[src/rtl/cp0_exc_seq_pkg.sv]
// Shared CPU definitions: CP0 exception codes, handler entry and sequencer types.
package cpu_defs;

    localparam logic [4:0] EXC_INT  = 5'd0;
    localparam logic [4:0] EXC_ADEL = 5'd4;
    localparam logic [4:0] EXC_ADES = 5'd5;
    localparam logic [4:0] EXC_RI   = 5'd10;
    localparam logic [4:0] EXC_OV   = 5'd12;

    localparam logic [31:0] HANDLER_PC_DEF = 32'h0000_4180;
    localparam int unsigned CNT_W_DEF      = 16;

    typedef enum logic [1:0] {
        ST_RUN  = 2'd0,
        ST_HOLD = 2'd1,
        ST_TAKE = 2'd2,
        ST_ERET = 2'd3
    } seq_state_t;

    // Victim record handed to CP0 when a trap commits
    typedef struct packed {
        logic [31:0] pc;
        logic [4:0]  code;
        logic        nbd;
    } exc_rec_t;

endpackage

[src/rtl/cp0_exc_seq_if.sv]
// M-stage / CP0 / PC-redirect signals seen by the exception sequencer.
interface cp0_exc_seq_if #(
    parameter int unsigned CNT_W = 16
);
    logic              m_valid;
    logic [31:0]       m_pc;
    logic              m_bd;
    logic [4:0]        m_exc_code;
    logic              m_eret;
    logic              int_req;
    logic              md_busy;
    logic [29:0]       epc;

    logic              stall;
    logic              flush;
    logic              redirect;
    logic [31:0]       redirect_pc;
    logic              cp0_exc_valid;
    logic [31:0]       cp0_pc;
    logic [4:0]        cp0_exc_code;
    logic              cp0_nbd;
    logic              cp0_exlclr;
    logic [CNT_W-1:0]  exc_count;

    modport master (
        output m_valid, m_pc, m_bd, m_exc_code, m_eret, int_req, md_busy, epc,
        input  stall, flush, redirect, redirect_pc, cp0_exc_valid, cp0_pc,
               cp0_exc_code, cp0_nbd, cp0_exlclr, exc_count
    );

    modport slave (
        input  m_valid, m_pc, m_bd, m_exc_code, m_eret, int_req, md_busy, epc,
        output stall, flush, redirect, redirect_pc, cp0_exc_valid, cp0_pc,
               cp0_exc_code, cp0_nbd, cp0_exlclr, exc_count
    );
endinterface

[src/rtl/cp0_exc_seq.sv]
// Exception/interrupt sequencer: freezes the pipe for one decision cycle, then
// commits a trap or eret to CP0 and redirects fetch.
module cp0_exc_seq
    import cpu_defs::*;
#(
    parameter logic [31:0] HANDLER_PC = HANDLER_PC_DEF,
    parameter int unsigned CNT_W      = CNT_W_DEF
) (
    input  logic           clk,
    input  logic           reset,
    cp0_exc_seq_if.slave   bus
);

    seq_state_t        state_q, state_d;
    exc_rec_t          rec_q, rec_d;
    logic              rec_ld;
    logic [29:0]       epc_q;
    logic              epc_ld;
    logic [CNT_W-1:0]  count_q;
    logic              stall_c;
    logic              in_take, in_eret;

    // Priority decode: interrupt > synchronous exception > eret
    always_comb begin
        state_d = state_q;
        stall_c = 1'b0;
        rec_ld  = 1'b0;
        epc_ld  = 1'b0;
        rec_d   = '{pc: bus.m_pc, code: bus.m_exc_code, nbd: ~bus.m_bd};
        unique case (state_q)
            ST_RUN: begin
                if (bus.m_valid) begin
                    if (bus.int_req) begin
                        stall_c = 1'b1;
                        if (bus.md_busy) begin
                            state_d = ST_HOLD;
                        end else begin
                            rec_ld     = 1'b1;
                            rec_d.code = EXC_INT;
                            state_d    = ST_TAKE;
                        end
                    end else if (bus.m_exc_code != 5'd0) begin
                        stall_c = 1'b1;
                        rec_ld  = 1'b1;
                        state_d = ST_TAKE;
                    end else if (bus.m_eret) begin
                        stall_c = 1'b1;
                        epc_ld  = 1'b1;
                        state_d = ST_ERET;
                    end
                end
            end
            ST_HOLD: begin
                // Synchronous faults are never deferred behind mult/div
                stall_c = 1'b1;
                if (bus.m_exc_code != 5'd0) begin
                    rec_ld  = 1'b1;
                    state_d = ST_TAKE;
                end else if (!bus.int_req) begin
                    state_d = ST_RUN;
                end else if (!bus.md_busy) begin
                    rec_ld     = 1'b1;
                    rec_d.code = EXC_INT;
                    state_d    = ST_TAKE;
                end
            end
            ST_TAKE: state_d = ST_RUN;
            ST_ERET: state_d = ST_RUN;
            default: state_d = ST_RUN;
        endcase
    end

    always_ff @(posedge clk) begin
        if (reset) begin
            state_q <= ST_RUN;
            rec_q   <= '0;
            epc_q   <= '0;
            count_q <= '0;
        end else begin
            state_q <= state_d;
            if (rec_ld) rec_q <= rec_d;
            if (epc_ld) epc_q <= bus.epc;
            if (state_q == ST_TAKE) count_q <= count_q + CNT_W'(1);
        end
    end

    assign in_take = (state_q == ST_TAKE);
    assign in_eret = (state_q == ST_ERET);

    // Commit-cycle outputs decode straight from the registered state
    assign bus.stall         = stall_c & ~reset;
    assign bus.flush         = in_take | in_eret;
    assign bus.redirect      = in_take | in_eret;
    assign bus.redirect_pc   = in_take ? HANDLER_PC :
                               in_eret ? {epc_q, 2'b00} : 32'd0;
    assign bus.cp0_exc_valid = in_take;
    assign bus.cp0_exlclr    = in_eret;
    assign bus.cp0_pc        = rec_q.pc;
    assign bus.cp0_exc_code  = rec_q.code;
    assign bus.cp0_nbd       = rec_q.nbd;
    assign bus.exc_count     = count_q;

endmodule

[src/flat_wrapper.sv]
// flat-port wrapper written by rule: the top's interface ports become plain ports
module cp0_exc_seq_flat import cpu_defs::*;
#(
    parameter logic [31:0] HANDLER_PC = HANDLER_PC_DEF,
    parameter int unsigned CNT_W      = CNT_W_DEF
)
  (clk, reset, bus_m_valid, bus_m_pc, bus_m_bd, bus_m_exc_code, bus_m_eret, bus_int_req, bus_md_busy, bus_epc, bus_stall, bus_flush, bus_redirect, bus_redirect_pc, bus_cp0_exc_valid, bus_cp0_pc, bus_cp0_exc_code, bus_cp0_nbd, bus_cp0_exlclr, bus_exc_count);
  cp0_exc_seq_if #(.CNT_W(CNT_W)) bus_i ();
  input  logic clk;
  input  logic reset;
  input wire logic [$bits(bus_i.m_valid)-1:0] bus_m_valid;
  input wire logic [$bits(bus_i.m_pc)-1:0] bus_m_pc;
  input wire logic [$bits(bus_i.m_bd)-1:0] bus_m_bd;
  input wire logic [$bits(bus_i.m_exc_code)-1:0] bus_m_exc_code;
  input wire logic [$bits(bus_i.m_eret)-1:0] bus_m_eret;
  input wire logic [$bits(bus_i.int_req)-1:0] bus_int_req;
  input wire logic [$bits(bus_i.md_busy)-1:0] bus_md_busy;
  input wire logic [$bits(bus_i.epc)-1:0] bus_epc;
  output wire logic [$bits(bus_i.stall)-1:0] bus_stall;
  output wire logic [$bits(bus_i.flush)-1:0] bus_flush;
  output wire logic [$bits(bus_i.redirect)-1:0] bus_redirect;
  output wire logic [$bits(bus_i.redirect_pc)-1:0] bus_redirect_pc;
  output wire logic [$bits(bus_i.cp0_exc_valid)-1:0] bus_cp0_exc_valid;
  output wire logic [$bits(bus_i.cp0_pc)-1:0] bus_cp0_pc;
  output wire logic [$bits(bus_i.cp0_exc_code)-1:0] bus_cp0_exc_code;
  output wire logic [$bits(bus_i.cp0_nbd)-1:0] bus_cp0_nbd;
  output wire logic [$bits(bus_i.cp0_exlclr)-1:0] bus_cp0_exlclr;
  output wire logic [$bits(bus_i.exc_count)-1:0] bus_exc_count;
  assign bus_i.m_valid = bus_m_valid;
  assign bus_i.m_pc = bus_m_pc;
  assign bus_i.m_bd = bus_m_bd;
  assign bus_i.m_exc_code = bus_m_exc_code;
  assign bus_i.m_eret = bus_m_eret;
  assign bus_i.int_req = bus_int_req;
  assign bus_i.md_busy = bus_md_busy;
  assign bus_i.epc = bus_epc;
  assign bus_stall = bus_i.stall;
  assign bus_flush = bus_i.flush;
  assign bus_redirect = bus_i.redirect;
  assign bus_redirect_pc = bus_i.redirect_pc;
  assign bus_cp0_exc_valid = bus_i.cp0_exc_valid;
  assign bus_cp0_pc = bus_i.cp0_pc;
  assign bus_cp0_exc_code = bus_i.cp0_exc_code;
  assign bus_cp0_nbd = bus_i.cp0_nbd;
  assign bus_cp0_exlclr = bus_i.cp0_exlclr;
  assign bus_exc_count = bus_i.exc_count;
  cp0_exc_seq #(.HANDLER_PC(HANDLER_PC), .CNT_W(CNT_W)) u_core (.clk(clk), .reset(reset), .bus(bus_i));
endmodule
[config.mk]
export PLATFORM = sky130hd
export DESIGN_NAME = cp0_exc_seq_flat
export DESIGN_NICKNAME = d
export VERILOG_FILES = /design/src/rtl/cp0_exc_seq_pkg.sv /design/src/rtl/cp0_exc_seq_if.sv /design/src/rtl/cp0_exc_seq.sv /design/src/flat_wrapper.sv
export SDC_FILE = /design/constraint.sdc
export NUM_CORES = 1
export LEC_CHECK = 0
export ABC_CLOCK_PERIOD_IN_PS = 2300
export CAP_MARGIN = 5
export CORE_MARGIN = 2
export CORE_UTILIZATION = 42
export DETAILED_ROUTE_END_ITERATION = 8
export PLACE_DENSITY = 0.86
export SYNTH_ARGS = -nofsm -noshare
export SYNTH_HDL_FRONTEND = slang
export SYNTH_SLANG_ARGS = --single-unit
[constraint.sdc]
create_clock -name clk -period 2.3 [get_ports clk]
set_input_delay 0.46 -clock clk [delete_from_list [all_inputs] [get_ports clk]]
set_output_delay 0.46 -clock clk [all_outputs]
set_load 0.03 [all_outputs]
# == Word-level counts from Yosys, hierarchy flattened ==
# Cells that the tools add are included.
# op_classes
mul,0
n_mux,32
order_cmp,0
n_div,0
eq_ne,6
n_addsub,1
reduce_logical,4
bitwise_logic,4
shift,0
# op_table
cell,n
$mux W32,2
$mux W5,4
$add A16 B1 Y16 const B,1
$mux W2,8
$mux W1,14
$pmux W5 S2,1
$ne A4 B3 Y1 const B,2
$pmux W2 S3,1
$reduce_bool A5 Y1,1
$eq A2 B2 Y1 const B,2
$pmux W1 S2,2
$reduce_and A3 Y1,1
$eq A2 B1 Y1 const B,1
$logic_not A2 Y1,1
$ne A2 B2 Y1 const B,1
$not A1 Y1,2
$reduce_or A2 Y1,1
$and A1 B1 Y1,1
$or A1 B1 Y1,1
# totals
wordCells,53
ramBits,0
memories,0
romBits,0
reg_bits,86
latchBits,0

# == Depth between registers and ports, before layout ==
# depth
ltp_word,6
depth_mapped,6

# == Least setup slack after synthesis ==
# No wires, ideal clock.
# synth_timing
path_type,input port to output port
startpoint,in bus_m_exc_code[1]
endpoint,out bus_stall
slack_ns,0.055
path_stages,4
arrival_ns,1.785
cell_sequence,or4_4 or2_2 o31ai_1 a21oi_1
# synth_between
elab_chain_len,6
# synth_rtl
element,line,rtl
start: declaration,flat_wrapper.sv:14,input wire logic [$bits(bus_i.m_exc_code)-1:0] bus_m_exc_code;
$reduce_bool A5 Y1,cp0_exc_seq.sv:42,end else if (bus.m_exc_code != 5'd0) begin
$mux W1,cp0_exc_seq.sv:42,
$mux W1,cp0_exc_seq.sv:33,if (bus.int_req) begin
$mux W1,cp0_exc_seq.sv:32,if (bus.m_valid) begin
$pmux W1 S2,cp0_exc_seq.sv:30,unique case (state_q)
$and A1 B1 Y1,cp0_exc_seq.sv:91,assign bus.stall = stall_c & ~reset;
end: declaration,flat_wrapper.sv:19,output wire logic [$bits(bus_i.stall)-1:0] bus_stall;
# Every way passes these cells.

# == Worst setup path after layout ==
# layout_timing
startpoint,in bus_m_exc_code[2]
endpoint,out bus_stall
# The elaborated chain is that of the path after synthesis.

==> impl_results.md <==
* Comb power frac at approximately 19%
* Sequential share of power at about half
* Critical path class: input pin to output pin
* Root Driver: clkbuf_8
* Final WS setup at between 0.04 and 0.05 ns
* Most frequent cells in the layout: clkdlybuf4s50_1 (125), dfxtp_1 (86), nand2_1 (79)
* Post-synth top area cell: dfxtp_1
* Util after Layout at ~64%
* Synth async-reset ratio at 0%
* RSZ-0062 raised after global routing: no
* Post-synth EDFFs at 0
* Switching power at between 0.8 and 0.9 mW
* Starting DRT DRC Count at slightly above 90
* Die area at a little under 10,000 µm²
* GPL Wtd Cong at 0.8774
* Max Slew Vio Count at 0
* Core area at between 8000 and 9000 µm²
* Outcome: completed
* Starting Density at around 43%
* Clock network fraction of total power at between 30% and 40%
* # placed instances at 662
* Commonest non-fill, non-tap cell in the layout: clkdlybuf4s50_1
* Register area share after synthesis at 46.10%
* Clk slew on worst S/H paths at roughly 0.08 ns
* Setup slack, reg-to-reg at around 0.45 ns
* Most used flip-flop cell after synthesis: dfxtp_1
* Ant diodes at 0
* Pleak at about 2.5 nW
* Hold crit path type: input pin to flop
* Peak VDD IR at roughly 0.00044 V
* CTS tree: yes
* Pint at about 2.3 mW
* Vias per Instance at 4.913
* FILL cells at 698
* Critical Path AT at between 1.5 and 2 ns
* Routed WL at 9.454 mm
* Placed inst area at 5373 µm²
* Area of the multi-input gates at between 1500 and 2000 µm²
* Tot Pwr at 3.243 mW
* Post-synthesis register bit count at between 80 and 90
* Area contributors post-synth: dfxtp_1 (46%), mux2i_1 (18%), nand2_1 (7.9%)
* Fin. Hold Viols at 0
* Reg area at approximately 1700 µm²
* Detail Placement HPWL at around 7.0 mm
* Relative slew slack at 53.08%
* NumNets Final at 641
* DRT antenna net count at 0
* Startpoint types: input pin
* Pre-CTS setup slack at -0.4824 ns
* DR vias at between 3,000 and 4,000
* Initial antenna violation count at 0
* Aggregate global routing overflow at 0
* Die Y-Extent at a little under 100 µm
* Vias in the first global route at 3,259
* Finished Layout Cells at 679
* H-tree depth at 3
* Max Cap Violations at 0
* CTS Buffer Depth at 2
* Number of placement rows at 34
* Post-Synthesis Cells at between 400 and 500
* PortBufs at between 150 and 200
* Least-Margin Pin Slew at roughly 0.70 ns
* All-Layer GR Usage at between 15 and 20%
* Critical Path Sink: bus_stall
* Pre-antenna DRT Iters at 4
* Syn Area/Cell at roughly 9 µm²
* Fraction of layout cells with a size suffix above 1 at between 10% and 20%
* Hold buffer count at CTS at 0
* FF-to-FF End: u_core.bus.cp0_exc_code[2]$_SDFFE_PP0P_
* Max Freq at ~0.44 GHz
* Cts bufs inserted at 9
* Clk Latency, worst-skew pair at about 0.35 ns
* Synth Cell Area at 3735 µm²
* First-pass GRT wire length at around 15 mm
* Reg-to-Reg Start: u_core.state_q[1]$_SDFFE_PP0P_
* Netlist cell types at 43
* DRC Markers at 0
* Hold path cells at 2
* Pin count of the biggest net entering global routing at between 50 and 60
* CP Data Required Time at 1.84 ns
* Layout Skew at between 0.01 and 0.015 ns
* Fin crit share at 98.17%
* Worst Setup SP: bus_m_exc_code[2]
* Top cell type's share of synthesized area at 46.10%
* Final setup vio count at 0
* Sw frac at around 28%
* Fin crit period at about 2.3 ns
* Crit-path max FO at 2
* Power Dens Cells at 580.1 nW/µm²
* Warning count from the yosys run at 0
* Area Growth Syn to Fin at 49.68%
* Ports at 165
* Die W at a little under 100 µm
* DR WL/cell at 13.92 µm
* Final instance area at approximately 5600 µm²
* Cells on worst reg2reg path at 5
* Crit. End Element: output pin
* CTS sink cnt at between 80 and 90
## cells in the mapped netlist, types with 5 or more instances
cell type and n:
a21oi_1 5, and3_1 28, buf_6 6, clkbuf_1 20, dfxtp_1 86, mux2i_1 66
nand2_1 79, nand3_1 7, nor2_1 47, xnor2_1 5, xor2_1 5
## power by group through the flow
stage / sequential, mW / combinational, mW / clock (mW)
floorplan: 1.71 / 0.206 / 0
global placement: 1.61 / 0.592 / 0
detailed placement: 1.61 / 0.600 / 0
CTS: 1.58 / 0.605 / 1.10
global route: 1.58 / 0.639 / 1.17
finish: 1.58 / 0.601 / 1.07
## kinds of logic after synthesis
group,after synthesis,share of synthesized area (%)
adder cells (fa/ha/maj),1,0.3350
AND/OR/NAND/NOR,190,23.85
other,1,0.1004
AO/OA/AOI/OAI,22,4.187
flip-flops,86,46.10
multiplexers,67,17.99
XOR/XNOR,10,2.345
buffers and inverters,35,5.092
## what timing repair did
action,CTS,global route
pin swaps,4,2
gates resized for setup,20,0
endpoints found under the setup margin,1,1
buffers inserted,1,0
endpoints found under the hold margin,0,0
## worst max-delay path, cell delays in order
cell and delay, ns:
buf_2 0.11, or4_4 0.53, or2_4 0.26, o31ai_4 0.20, a21oi_2 0.09, buf_6 0.14
## sequential cells by signal, indices dropped and copies added (netlist names)
| signal | cells |
|---|---|
| u_core.state_q | 2 |
| u_core.epc_q | 30 |
| u_core.bus.exc_count | 16 |
| u_core.bus.cp0_pc | 32 |
| u_core.bus.cp0_nbd | 1 |
| u_core.bus.cp0_exc_code | 5 |
## per-stage QoR
| stage | TNS, ns | hold slack, ns |
|---|---|---|
| after floorplan | 0 | 0.4549 |
| after global placement | -3.281 | 0.4417 |
| after detailed placement | -4.682 | 0.4499 |
| after CTS | -0.02240 | 0.3224 |
| after global routing | 0 | 0.3170 |
| final | 0 | 0.3402 |
## metal layers
layer  global-route usage (%)  share of wire [%]  up-vias
li1                         -                  -     1692
met1                    23.17                 43     1538
met2                    32.91                 50       90
met3                    5.082                5.5       16
met4                    7.692                1.9        0
met5                        0                  0        -
## cell type report
class | instances | share of cell area, %
flip-flops and latches | 86 | 30.80
well taps | 108 | 2.417
multi-input cells | 292 | 33.35
clock inverters | 7 | 1.276
inverters | 2 | 0.1343
repair buffers | 175 | 29.81
clock buffers | 9 | 2.216
## worst min-delay path by stage
| stage | from | to |
|---|---|---|
| 2_1_floorplan | u_core.epc_q[0]$_SDFFE_PP0P_ | u_core.epc_q[0]$_SDFFE_PP0P_ |
| 3_3_place_gp | u_core.bus.cp0_pc[19]$_SDFFE_PP0P_ | u_core.bus.cp0_pc[19]$_SDFFE_PP0P_ |
| 3_5_place_dp | u_core.bus.cp0_pc[20]$_SDFFE_PP0P_ | u_core.bus.cp0_pc[20]$_SDFFE_PP0P_ |
| 4_1_cts | bus_m_exc_code[3] | u_core.bus.cp0_exc_code[3]$_SDFFE_PP0P_ |
| 5_1_grt | bus_m_exc_code[2] | u_core.bus.cp0_exc_code[2]$_SDFFE_PP0P_ |
| 6_report | bus_m_exc_code[3] | u_core.bus.cp0_exc_code[3]$_SDFFE_PP0P_ |
No activity file was read; power rests on OpenSTA's default activity.
